$ cat src/rtl/wbq_pkg.sv
// Shared types and constants for the register-file writeback queue.
package wbq_pkg;

   localparam int unsigned REG_W  = 32;
   localparam int unsigned ADDR_W = 5;

   localparam logic [ADDR_W-1:0] ZERO_REG = 5'd0;

   // One queued register-file write: destination register and its value.
   typedef struct packed {
      logic [ADDR_W-1:0] rd;
      logic [REG_W-1:0]  data;
   } wbq_entry_t;

endpackage

$ cat src/rtl/wbq_fwd_match.sv
// Youngest-match forwarding search for one register-file read port.
// Only instantiated when WBQ_FWD_EN is defined.
module wbq_fwd_match
   import wbq_pkg::*;
#(
   parameter int unsigned DEPTH = 4
) (
   input  wbq_entry_t                 entries [DEPTH],
   input  logic [DEPTH-1:0]           valid,
   input  logic [$clog2(DEPTH)-1:0]   rd_ptr,
   input  logic [$clog2(DEPTH):0]     count,
   input  logic [ADDR_W-1:0]          addr,
   output logic                       hit,
   output logic [REG_W-1:0]           data
);

   localparam int unsigned PTR_W = $clog2(DEPTH);
   localparam int unsigned CNT_W = PTR_W + 1;

   logic [PTR_W-1:0] idx;

   // Walk oldest to youngest so the last match (the youngest) wins.
   always_comb begin
      hit  = 1'b0;
      data = '0;
      idx  = '0;
      for (int k = 0; k < DEPTH; k++) begin
         idx = PTR_W'(rd_ptr + PTR_W'(k));
         if ((CNT_W'(k) < count) && valid[idx] &&
             (entries[idx].rd == addr) && (addr != ZERO_REG)) begin
            hit  = 1'b1;
            data = entries[idx].data;
         end
      end
   end

endmodule

$ cat src/rtl/writeback_queue.sv
// In-order writeback queue feeding the 32x32 register file write port,
// with optional forwarding of pending writes to two read ports.
// Forwarding compare logic is built only when WBQ_FWD_EN is defined.
module writeback_queue
   import wbq_pkg::*;
#(
   parameter int unsigned DEPTH = 4
) (
   input  logic                     Clk,
   input  logic                     Rst,
   input  logic                     in_valid,
   output logic                     in_ready,
   input  logic [ADDR_W-1:0]        in_rd,
   input  logic [REG_W-1:0]         in_data,
   input  logic                     drain_en,
   output logic [REG_W-1:0]         PW,
   output logic [ADDR_W-1:0]        RW,
   output logic                     LE,
   input  logic [ADDR_W-1:0]        RA,
   input  logic [ADDR_W-1:0]        RB,
   output logic                     fwd_hit_a,
   output logic                     fwd_hit_b,
   output logic [REG_W-1:0]         fwd_data_a,
   output logic [REG_W-1:0]         fwd_data_b,
   output logic [$clog2(DEPTH):0]   count
);

   localparam int unsigned PTR_W = $clog2(DEPTH);
   localparam int unsigned CNT_W = PTR_W + 1;

   wbq_entry_t        mem [DEPTH];
   wbq_entry_t        head;
   logic [PTR_W-1:0]  rd_ptr;
   logic [PTR_W-1:0]  wr_ptr;
   logic              full;
   logic              empty;
   logic              enq;
   logic              pop;

   // Occupancy decides full/empty; pointer equality is ambiguous when wrapped.
   assign full     = (count == CNT_W'(DEPTH));
   assign empty    = (count == '0);
   assign in_ready = !full;

   // Writes to R0 complete the handshake but are never stored.
   assign enq = in_valid && !full && (in_rd != ZERO_REG);
   assign pop = !empty && drain_en && !Rst;

   // Register-file write port driven straight from the head entry.
   assign head = mem[rd_ptr];
   assign LE   = pop;
   assign PW   = empty ? '0 : head.data;
   assign RW   = empty ? '0 : head.rd;

   // Pointer and occupancy bookkeeping; reset discards queued entries.
   always_ff @(posedge Clk) begin
      if (Rst) begin
         rd_ptr <= '0;
         wr_ptr <= '0;
         count  <= '0;
      end else begin
         if (enq) wr_ptr <= PTR_W'(wr_ptr + PTR_W'(1));
         if (pop) rd_ptr <= PTR_W'(rd_ptr + PTR_W'(1));
         case ({enq, pop})
            2'b10:   count <= CNT_W'(count + CNT_W'(1));
            2'b01:   count <= CNT_W'(count - CNT_W'(1));
            default: count <= count;
         endcase
      end
   end

   // Entry storage; contents are don't-care until marked occupied.
   always_ff @(posedge Clk) begin
      if (!Rst && enq) begin
         mem[wr_ptr] <= '{rd: in_rd, data: in_data};
      end
   end

`ifdef WBQ_FWD_EN
   logic [DEPTH-1:0] valid;

   // Per-slot occupancy mask consumed by the forwarding search.
   always_ff @(posedge Clk) begin
      if (Rst) begin
         valid <= '0;
      end else begin
         if (pop) valid[rd_ptr] <= 1'b0;
         if (enq) valid[wr_ptr] <= 1'b1;
      end
   end

   wbq_fwd_match #(.DEPTH(DEPTH)) u_fwd_a (
      .entries (mem),
      .valid   (valid),
      .rd_ptr  (rd_ptr),
      .count   (count),
      .addr    (RA),
      .hit     (fwd_hit_a),
      .data    (fwd_data_a)
   );

   wbq_fwd_match #(.DEPTH(DEPTH)) u_fwd_b (
      .entries (mem),
      .valid   (valid),
      .rd_ptr  (rd_ptr),
      .count   (count),
      .addr    (RB),
      .hit     (fwd_hit_b),
      .data    (fwd_data_b)
   );
`else
   logic unused_rd_addr;

   // No forwarding: readers must stall on pending writes instead.
   assign fwd_hit_a      = 1'b0;
   assign fwd_hit_b      = 1'b0;
   assign fwd_data_a     = '0;
   assign fwd_data_b     = '0;
   assign unused_rd_addr = ^{RA, RB};
`endif

endmodule

$ cat config.mk
export PLATFORM = sky130hd
export DESIGN_NAME = writeback_queue
export DESIGN_NICKNAME = d
export VERILOG_FILES = /design/src/rtl/wbq_pkg.sv /design/src/rtl/wbq_fwd_match.sv /design/src/rtl/writeback_queue.sv
export SDC_FILE = /design/constraint.sdc
export NUM_CORES = 1
export LEC_CHECK = 0
export BUFFER_PORTS_ARGS = -buffer_cell sky130_fd_sc_hd__buf_2
export CORE_MARGIN = 3
export CORE_UTILIZATION = 53
export DETAILED_ROUTE_END_ITERATION = 16
export PLACE_DENSITY = 0.75
export SYNTH_ARGS = -nofsm -noshare
export SYNTH_HDL_FRONTEND = slang
export SYNTH_SLANG_ARGS = --single-unit
$ cat constraint.sdc
create_clock -name Clk -period 6.1 [get_ports Clk]
set_input_delay 1.525 -clock Clk [delete_from_list [all_inputs] [get_ports Clk]]
set_output_delay 1.525 -clock Clk [all_outputs]
set_load 0.03 [all_outputs]
==> metrics.md <==
| Metric | Value |
|---|---|
| Hold_ws | 520 ps |
| Clock skew | 13.5 ps |
| Synth warn | 0 |
| Primary FF master, synth | edfxtp_1 |
| Share of synthesized registers carrying an async set or reset | 0% |
| Post-CTS setup buffers | 0 |
| Final Hold Fails | 0 |
| CP peak stage delay | 890 ps |
| # rows | 40 |
| Vias per cell | 5.01 |
| Tmin final | 4200 ps |
| Initial antenna violation count | 1 |
| Layout net count | around 500 |
| Setup crit start kind | flop |
| Cells along the critical path | buf_4 > mux4_2 > nor2b_1 > buf_2 |
| Delay-heaviest family, CP | flip-flops |
| Leakage power | about 2.7 nW |
| Yosys reg bits | 157 |
| Antenna-violating nets left | 0 |
| Post-Synthesis Cell Area | approximately 6600 um2 |
| Switching fraction of total power | slightly below 30% |
| Top cells by area, synth | edfxtp_1 (68%), mux4_2 (13%), buf_4 (8.0%) |
| Routed vias | 3129 |
| CTS buffer count | 17 |
| Crit-path slowest cell | dfxtp_2 |
| Final setup violation count | 0 |
| CTS tree | yes |
| Status | finished clean |
| EDFF count, synth | 148 |
| Sequential area share after synthesis | 70.3% |
| Fin. max-slew vios | 0 |
| Cells after DPL | 596 |
| Initial DRC count | 188 |
| Slew headroom | 23.2% |
| Largest net degree at the start of global routing | 38 |
| Clock latency on the worst-skew pair | 410 ps |
| Max Buffers Root-to-Sink | 2 |
| Post_cts resized | 0 |
| First-pass DRT Iterations | 4 |
| Buffers added on ports | 82 |
| Clk pin slew, worst setup/hold paths | about 50 ps |
| Worst Tran Pin Value | 1150 ps |
| CP bufs+invs | 2 |
| Final period utilization | 68.8% |
| Power per cell area | 389 nW/um2 |
| Logic pwr share | 23.1% |
| Vias in the first global route | 3091 |
| Reported max-cap violation count | 0 |
| Area Growth Syn to Fin | 13.9% |
| CTS H-Tree Depth | 4 |
| Flop pwr share | approximately 44% |
| Ant diodes | 0 |
| CP Class | flop to output pin |
| Root Buffer | clkbuf_16 |
| Switch Pwr | 855 uW |
| Yosys top cell by area | edfxtp_1 |
| CTS sink cnt | 157 |
| Syn Area/Cell | roughly 19 um2 |
| Die width | 117 um |
| Post-Syn Instances | 353 |
| Die height | 117 um |
| Setup TNS | 0 ps |
| CTS Hold Bufs | 0 |
| Fin cells | 625 |
| RD Place Congestion | 0.678 |
| Core ar. | roughly 12000 um2 |
| GRT Total Usage | 16.5% |
| First-pass GRT wire length | 17200 um |
| CP Capture Type | output pin |
| Utilization after layout | 62.1% |
| RSZ-0062 raised after global routing | no |
| Final HPWL DP | 6680 um |
| Share of layout cells above drive strength 1 | a little over a third |
| Hold Path Class | flop to flop |
| Distinct cells, synth | 26 |
| Overflow after GRT | 0 |
| Top cell type's share of synthesized area | 67.6% |
| Data required, critical path | 4580 ps |
| Final design instance area without fill | 7490 um2 |
| Placed inst area | 6960 um2 |
| CP Data Arrival Time | between 2000 and 3000 ps |
| Starting Density | 54.5% |
| P_int | 2.06 mW |
| # DRC | 0 |
| Die ar. | 13800 um2 |
| Maximum VDD drop | around 0.00024 V |
| Power share of the clock group | 32.8% |
| Per-cell routed wire length | 17.4 um |
| Peak Freq | 238 MHz |
| WL final | 10900 um |
| Crit path max fanout | 23 |
| Io pins | between 150 and 200 |
## power by group through the flow
stage	clock network, mW	logic (mW)	registers [mW]
floorplan	0	0.565	1.28
global placement	0	0.678	1.31
detailed placement	0	0.683	1.31
CTS	0.976	0.684	1.29
global route	1.02	0.720	1.30
finish	0.953	0.672	1.29
## Yosys cell counts (all sizes together) (4+ instances only)
cell    number
edfxtp     148
buf         73
mux4        37
nor2b       37
dfxtp        9
nor2         9
inv          6
clkbuf       5
ha           5
nor3b        4
xor2         4
## layout by cell type (no fill, tap or decap), types with 5 or more instances in the layout
cell type	n
edfxtp_1	148
ha_1	5
nor2_1	9
conb_1	66
buf_4	6
clkbuf_16	17
buf_2	82
inv_1	6
mux4_2	37
dfxtp_1	7
nor2b_1	37
## state kept, by name, summed over array words and instances (netlist names), named ones only
name and flops:
count 3, rd_ptr 2, mem 148, wr_ptr 2
## layer usage
metal  track usage [%]  wire length [um]  share of wire, %  up-vias
met5                 0                13              0.12        -
met4              6.82               176               1.6        2
met3              5.01               690               6.4       16
met2              25.9              5370                49      130
met1              21.6              4600                42     1576
li1                  -                 -                 -     1405
## through the flow
step / power (mW) / setup slack [ps]
4_1_cts: 2.95 / 1800
2_1_floorplan: 1.84 / 975
6_report: 2.91 / 1900
5_1_grt: 3.03 / 1680
3_5_place_dp: 1.99 / 2050
3_3_place_gp: 1.99 / 2100
## worst paths after layout
kind | from | to | slack, ps | cells past startpoint
setup / recovery | flop | RW[0] | 1900 | 4
setup reg to reg | count[0]$_SDFFE_PP0P_ | mem[0][10]$_DFFE_PP_ | 3240 | 5
hold / removal | wr_ptr[1]$_SDFFE_PP0N_ | wr_ptr[1]$_SDFFE_PP0N_ | 520 | 2
hold reg to reg | wr_ptr[1]$_SDFFE_PP0N_ | wr_ptr[1]$_SDFFE_PP0N_ | 520 | 2
## cell type report
| type | instances | area (um2) |
|---|---|---|
| Multi-Input combinational cell | 177 | 1640 |
| Fill cell | 836 | 4570 |
| Clock inverter | 10 | 101 |
| Timing Repair Buffer | 88 | 455 |
| Inverter | 6 | 22.5 |
| Tap cell | 168 | 210 |
| Sequential cell | 157 | 4630 |
| Clock buffer | 19 | 433 |
## logic make-up after synthesis
logic type | share of synthesized area (%)
fa+ha+maj | 1.26
xor+xnor | 0.532
buf+inv | 8.84
flops | 70.3
simple gates | 5.23
compound gates | 0.742
other cells | 0.0570
mux | 13.0
## tightest hold or removal path: cells and delay by family (launching register included)
| kind | cells | cell delay (ps) |
|---|---|---|
| flip-flops | 1 | 340 |
| AND/OR/NAND/NOR | 1 | 80 |
| multiplexers | 1 | 60 |
Power figures use the tool's default switching activity.
